<file path="src/rtl/mul_pkg.sv">
// Shared definitions for the multiplier / product-accumulator datapath.
// Holds the accumulator FSM state encoding and the default widths shared with
// the unsigned multiplier (PROD_W matches its 64-bit z output).
package mul_pkg;

  localparam int PROD_W_DEF = 64;
  localparam int ACC_W_DEF  = 72;
  localparam int CNT_W_DEF  = 8;

  typedef enum logic [1:0] {
    ST_IDLE  = 2'd0,
    ST_ACCUM = 2'd1,
    ST_DONE  = 2'd2
  } acc_state_e;

endpackage

</file>
<file path="src/rtl/mul_acc_adder.sv">
// Combinational ACC_W-bit adder for the product accumulator.
// Returns the sum and the carry out of bit ACC_W-1.
// Build option MUL_ACC_SATURATE_EN: when defined, a carry forces the sum to
// all-ones instead of the wrapped value. Once the running sum is all-ones,
// any further nonzero addend carries again, so saturation persists for the
// rest of the burst without extra state.
module mul_acc_adder #(
  parameter int ACC_W = mul_pkg::ACC_W_DEF
) (
  input  logic [ACC_W-1:0] a,
  input  logic [ACC_W-1:0] b,
  output logic [ACC_W-1:0] sum,
  output logic             carry
);

  logic [ACC_W:0] full_sum;

  // Full-width add with one extra bit to capture the carry.
  always_comb begin
    full_sum = {1'b0, a} + {1'b0, b};
    carry    = full_sum[ACC_W];
`ifdef MUL_ACC_SATURATE_EN
    sum      = full_sum[ACC_W] ? {ACC_W{1'b1}} : full_sum[ACC_W-1:0];
`else
    sum      = full_sum[ACC_W-1:0];
`endif
  end

endmodule

</file>
<file path="src/rtl/mul_prod_accumulator.sv">
// Product accumulator: sums a burst of len unsigned products into a wide
// register and presents the total on a valid/ready output handshake.
// Build option MUL_ACC_SATURATE_EN selects saturating (vs. wrapping)
// accumulation inside mul_acc_adder; handshake timing is the same either way.
//
// state    | meaning
// ---------+-----------------------------------------------------------
// ST_IDLE  | waiting for start; acc/overflow keep the last burst result
// ST_ACCUM | prod_ready high, one product added per prod_valid cycle
// ST_DONE  | acc_valid high, acc/overflow frozen until acc_ready
module mul_prod_accumulator
  import mul_pkg::*;
#(
  parameter int PROD_W = PROD_W_DEF,
  parameter int ACC_W  = ACC_W_DEF,
  parameter int CNT_W  = CNT_W_DEF
) (
  input  logic              clk,
  input  logic              rst_n,
  input  logic              start,
  input  logic [CNT_W-1:0]  len,
  input  logic              prod_valid,
  output logic              prod_ready,
  input  logic [PROD_W-1:0] prod,
  output logic              acc_valid,
  input  logic              acc_ready,
  output logic [ACC_W-1:0]  acc,
  output logic              overflow,
  output logic              busy
);

  acc_state_e       state_q, state_d;
  logic [ACC_W-1:0] acc_q, acc_d;
  logic [CNT_W-1:0] count_q, count_d;
  logic             overflow_q, overflow_d;

  logic [ACC_W-1:0] add_sum;
  logic             add_carry;
  logic             xfer;

  mul_acc_adder #(
    .ACC_W (ACC_W)
  ) u_adder (
    .a     (acc_q),
    .b     (ACC_W'(prod)),
    .sum   (add_sum),
    .carry (add_carry)
  );

  // Handshake outputs are pure decodes of the registered state.
  always_comb begin
    prod_ready = (state_q == ST_ACCUM);
    acc_valid  = (state_q == ST_DONE);
    busy       = (state_q != ST_IDLE);
    acc        = acc_q;
    overflow   = overflow_q;
    xfer       = prod_valid & prod_ready;
  end

  // Next-state and datapath update for the burst sequencer.
  always_comb begin
    state_d    = state_q;
    acc_d      = acc_q;
    count_d    = count_q;
    overflow_d = overflow_q;
    case (state_q)
      ST_IDLE: begin
        if (start) begin
          count_d    = len;
          acc_d      = '0;
          overflow_d = 1'b0;
          state_d    = (len != '0) ? ST_ACCUM : ST_DONE;
        end
      end
      ST_ACCUM: begin
        if (xfer) begin
          acc_d      = add_sum;
          overflow_d = overflow_q | add_carry;
          count_d    = count_q - CNT_W'(1);
          if (count_q == CNT_W'(1)) begin
            state_d = ST_DONE;
          end
        end
      end
      ST_DONE: begin
        // start is deliberately not looked at here; it is taken next cycle in IDLE.
        if (acc_ready) begin
          state_d = ST_IDLE;
        end
      end
      default: begin
        state_d = ST_IDLE;
      end
    endcase
  end

  // State and datapath registers; reset discards any partial sum.
  always_ff @(posedge clk or negedge rst_n) begin
    if (!rst_n) begin
      state_q    <= ST_IDLE;
      acc_q      <= '0;
      count_q    <= '0;
      overflow_q <= 1'b0;
    end else begin
      state_q    <= state_d;
      acc_q      <= acc_d;
      count_q    <= count_d;
      overflow_q <= overflow_d;
    end
  end

endmodule
</file>
<file path="config.mk">
export PLATFORM = sky130hd
export DESIGN_NAME = mul_prod_accumulator
export DESIGN_NICKNAME = d
export VERILOG_FILES = /design/src/rtl/mul_pkg.sv /design/src/rtl/mul_acc_adder.sv /design/src/rtl/mul_prod_accumulator.sv
export SDC_FILE = /design/constraint.sdc
export NUM_CORES = 1
export LEC_CHECK = 0
export CAP_MARGIN = 15
export CORE_MARGIN = 4
export CORE_UTILIZATION = 30
export CTS_CLUSTER_SIZE = 12
export DETAILED_ROUTE_END_ITERATION = 10
export PLACE_DENSITY_LB_ADDON = 0.3
export SLEW_MARGIN = 40
export SYNTH_ARGS = -nofsm -noshare
export SYNTH_HDL_FRONTEND = slang
export SYNTH_SLANG_ARGS = --single-unit
</file>
<file path="constraint.sdc">
create_clock -name clk -period 7.15 [get_ports clk]
set_input_delay 1.0725 -clock clk [delete_from_list [all_inputs] [get_ports clk]]
set_output_delay 1.0725 -clock clk [all_outputs]
set_load 0.05 [all_outputs]
</file>
Word-level counts from Yosys, hierarchy flattened:

Index checks and enable logic that the tools add are counted.

* reductions and logical operators: 6
* bitwise logic cells: 2
* add/sub/neg operators: 2
* equal/unequal tests: 7
* mux-type cells: 15

Operator list (count)
* $mux 72: 2
* $pmux 72 s2: 1
* $add 72x64->73: 1
* $mux 8: 2
* $pmux 8 s2: 1
* $mux 2: 5
* $eq 8x1->1 const B: 1
* $reduce_bool 8->1: 1
* $sub 8x1->8 const B: 1
* $ne 2x1->1 const B: 3
* $pmux 2 s3: 1
* $reduce_and 4->1: 1
* $reduce_bool 2->1: 2
* $reduce_and 3->1: 1
* $eq 2x1->1 const B: 1
* $eq 2x2->1 const B: 1
* $logic_not 2->1: 1
* $mux 1: 2
* $ne 2x2->1 const B: 1
* $pmux 1 s2: 1
* $and 1x1->1: 1
* $or 1x1->1: 1

* word-level logic and storage cells: 36
* register bits after elaboration: 83
* bits of input ports: 77
* output and inout bits: 76

Longest topological paths before layout:

* word-level depth: 4
* mapped depth: 12

Modules after synthesis:

Synthesis repeated with hierarchy kept, for this count alone.

* cells, all modules: 883
* area total of the unflattened synthesis: 7493.4 sq um

By module, submodules not included
* mul_acc_adder: times used 1, cells each 642, seq. area each 0.0 sq um, area an instance 4291.6 sq um
* mul_prod_accumulator: times used 1, cells each 241, seq. area each 2077.0 sq um, area an instance 3201.8 sq um

Least setup slack after synthesis:

No wires, ideal clock.

* path type: in2reg
* from: input prod[0]
* to: register acc_q[62], in the netlist acc[62]
* arrival: 3.507 ns
* data required time: 7.021 ns
* stages: 12
* path buffers: 0
* slack: 3.514 ns
* library setup time: 0.129 ns
* cell sequence: ha_1 -> fa_1 -> a21oi_1 -> o211ai_1 -> a21o_4 -> a311oi_2 -> o22ai_2 -> a31o_4 -> a21oi_4 -> o41ai_2 -> xnor2_1 -> o21ai_1

* cells in the longest elaborated chain, start to end: 3

RTL lines
* start, declared: line mul_prod_accumulator.sv:24 `input logic [PROD_W-1:0] prod,`
* $add 72x64->73: line mul_acc_adder.sv:20 `full_sum = {1'b0, a} + {1'b0, b};`
* $mux 72: line mul_prod_accumulator.sv:76 `if (xfer) begin`
* $pmux 72 s2: line mul_prod_accumulator.sv:66 `case (state_q)`
* end signal, assigned: line mul_prod_accumulator.sv:101 `acc_q <= '0;`
* end signal, assigned: line mul_prod_accumulator.sv:106 `acc_q <= acc_d;`
* end, declared: line mul_prod_accumulator.sv:33 `logic [ACC_W-1:0] acc_q, acc_d;`

No other way between the ends. The select of a mux whose other input is x is not followed.
A chain may end at the register's enable or synchronous reset.

Worst setup path in the final report:

* from: input prod[1]
* to: register acc_q[55], in the netlist acc[55]

The elaborated chain is that of the path after synthesis.

==> flow_metrics.env <==
export IMPL_run_status="completed"
export IMPL_fmax_ghz=0.239
export IMPL_muxShareOfSynthArea_pct=0.141
export IMPL_gp_congestion=0.855
export IMPL_power_mw=4.00
export IMPL_tightest_slew_ns=0.722
export IMPL_ys_types=64
export IMPL_drive_gt1_share_pct=3.48
export IMPL_drv_cap=0
export IMPL_layout_cells_non_filler=1326
export IMPL_finClkSkew_ns=0.00877
export IMPL_coreArea_um2=23400
export IMPL_ys_warn_count=0
export IMPL_r2r_cells=11
export IMPL_cp_required_ns=7.37
export IMPL_setup_slack_ns=2.97
export IMPL_p_clk_share_pct=10.6
export IMPL_synth_top_family_by_area="compound AO/OA/AOI/OAI gates"
export IMPL_viasPerCell=5.19
export IMPL_drc_errors=0
export IMPL_postRouteAntennaNets=0
export IMPL_drt_iter0_markers=370
export IMPL_reg2reg_to="acc[55]"
export IMPL_seq_power_share_pct=20.1
export IMPL_portBuffers=152
export IMPL_die_height_um=162
export IMPL_die_area_um2=26200
export IMPL_htree_levels=3
export IMPL_internal_power_mw=1.89
export IMPL_grt_pass1_wl_um=36000
export IMPL_dp_slack_ns=2.63
export IMPL_antenna_found_initial=0
export IMPL_async_flop_share_pct=100
export IMPL_rsz0062_at_grt="false"
export IMPL_hp_start="acc[31]"
export IMPL_clock_sinks=83
export IMPL_clkLatencyLatePin_ns=0.35
export IMPL_synth_edff_count=0
export IMPL_antenna_diode_count=0
export IMPL_root_buffer="clkbuf_16"
export IMPL_crit_type="in -> reg"
export IMPL_min_to="acc[31]"
export IMPL_final_fill_count=2462
export IMPL_die_w_um=162
export IMPL_wl_um=22000
export IMPL_fin_crit_sh_pct=58.5
export IMPL_grt_max_degree=82
export IMPL_cts_tree="done"
export IMPL_initial_core_util_pct=30.3
export IMPL_peakVddDrop_mv=0.194
export IMPL_post_cts_setup_buffers=0
export IMPL_rows=56
export IMPL_synth_simple_area_share_pct=18.1
export IMPL_ys_seq_area_share_pct=29.3
export IMPL_relSlewSlack_pct=51.9
export IMPL_seqCellArea_um2=2080
export IMPL_dp_cells=1312
export IMPL_clk_pin_slew_ns=0.06
export IMPL_worstHoldPathType="reg -> reg"
export IMPL_synth_fa_ha_area_share_pct=11.9
export IMPL_dp_hpwl_um=16900
export IMPL_synthesis_area_um2=7100
export IMPL_syn_num_nets=1030
export IMPL_syn_avg_cell_area_um2=8.01
export IMPL_cts_hold_buf=0
export IMPL_syn_inst=886
export IMPL_area_growth_pct=28.2
export IMPL_p_leak_nw=3.91
export IMPL_power_switching_share_pct=52.9
export IMPL_switching_power_mw=2.12
export IMPL_maxSlewViolCount=0
export IMPL_cp_max_fo=5
export IMPL_r2r_start="acc[4]"
export IMPL_cts_resized_gates=0
export IMPL_synth_seq_cells=83
export IMPL_setup_viol=0
export IMPL_startpoint_type="input pin"
export IMPL_via_count=6880
export IMPL_hold_violations=0
export IMPL_whs_path_depth=2
export IMPL_setup_tns_ns=0
export IMPL_fin_crit_ns=4.18
export IMPL_pin_count=153
export IMPL_fin_util_pct=38.9
export IMPL_synth_xor_xnor_area_share_pct=7.78
export IMPL_synth_main_ff_cell="dfrtp_1"
export IMPL_critPathArrivalTime_ns=4.40
export IMPL_p_per_area_nw_per_um2=440
export IMPL_multi_input_area_um2=4740
export IMPL_cp_end_kind="flip-flop"
export IMPL_wl_per_cell_um=16.6
export IMPL_numCtsBuffers=9
export IMPL_combPwrFrac_pct=69.3
export IMPL_dr_pass1_iters=6
export IMPL_synth_compound_area_share_pct=28.8
export IMPL_r2r_slack_ns=3.71
export IMPL_grt_pass1_vias=6911
export IMPL_layout_nets=1148
export IMPL_track_usage_pct=16.7
export IMPL_gr_total_overflow=0
export IMPL_ctsLongestPathBuffers=2
[placed cells by master (no fill, tap or decap), drive strengths merged, types with 3 or more instances in the layout]
cell and instances:
nand2 122, nor2 61, o211ai 6, a21oi 92, and2 6, buf 4
nand3 18, and3 4, clkdlybuf4s50 151, a31oi 8, ha 66, or3 7
a31o 3, inv 22, a22o 5, nand2b 5, o21a 7, o31ai 10
dfrtp 83, xnor2 36, o21bai 13, nand4 28, nor3 16, nor4 6
or2 4, a221o 4, xor2 27, a22oi 5, clkbuf 14, a211oi 6
a21o 33, o21ai 106
[cell type report]
| cell class | instances | share of cell area (%) |
|---|---|---|
| timing repair buffer | 155 | 17.0 |
| tap | 319 | 4.39 |
| inverter | 22 | 0.908 |
| clock buffer | 14 | 2.68 |
| sequential | 83 | 22.8 |
| multi-input combinational | 733 | 52.2 |
[Yosys cell counts (all sizes together), types with 6 or more instances]
library cell	count	area, um2
a21oi	92	483
o21a	7	52.6
o211ai	6	45.0
buf	11	61.3
or3	7	43.8
o31ai	10	98.8
nand2	122	458
xnor2	36	315
ha	66	826
nand3	18	90.1
inv	22	82.6
nor2	61	229
a21o	33	256
dfrtp	83	2080
xor2	27	236
and2	6	37.5
o21ai	106	531
a211oi	6	50.1
nor4	6	37.5
nand4	28	175
o21bai	13	97.6
a31oi	8	50.1
clkbuf	37	139
nor3	16	80.1
[metal layers]
layer  global-route usage, %  share of wire (%)
met1                    22.6                 48
met5                       0                  0
met3                    4.09                6.0
met2                    27.5                 45
met4                    3.11               0.95
[cell families after synthesis]
group	Yosys count
buffers and inverters	70
and+or+nand+nor	284
adders and majority gates	67
muxes	1
DFF	83
xor gates and xnor gates	63
AOI/OAI and AO/OA	318
[worst max-delay path: stages]
cell and delay [ns]:
clkdlybuf4s50_1 0.46, ha_1 0.33, a211oi_1 0.28, o31ai_2 0.18
o2111a_1 0.30, o21ai_1 0.21, nand2_1 0.19, a31oi_1 0.33
o22ai_1 0.20, o31ai_1 0.52, o21a_1 0.21, o211ai_1 0.09
[state kept, by name, indices dropped and copies added (netlist names)]
name	flops
count_q	8
overflow	1
acc	72
state_q	2
[metrics by stage]
stage | instance area [um2] | hold WS (ns)
6_report | 9090 | 0.505
3_3_place_gp | 8840 | 0.494
4_1_cts | 9090 | 0.513
2_1_floorplan | 7100 | 0.471
3_5_place_dp | 8850 | 0.499
5_1_grt | 9090 | 0.543
[worst max path at each step]
stage,from,endpoint,slack (ns)
after floorplan,prod[0],acc[62],3.51
after global placement,prod[4],acc[67],2.68
after detailed placement,prod[0],acc[60],2.63
after CTS,prod[0],acc[62],2.96
after global routing,prod[19],acc[67],2.66
final,prod[1],acc[55],2.97
[power groups by stage]
| stage | Sequential [mW] | Combinational [mW] | Clock [mW] |
|---|---|---|---|
| final | 0.804 | 2.78 | 0.424 |
| after global routing | 0.832 | 3.04 | 0.456 |
| after CTS | 0.805 | 2.79 | 0.440 |
| after detailed placement | 0.810 | 2.78 | 0 |
| after global placement | 0.808 | 2.77 | 0 |
| after floorplan | 1.26 | 1.55 | 0 |
No activity file was read; power rests on OpenSTA's default activity.
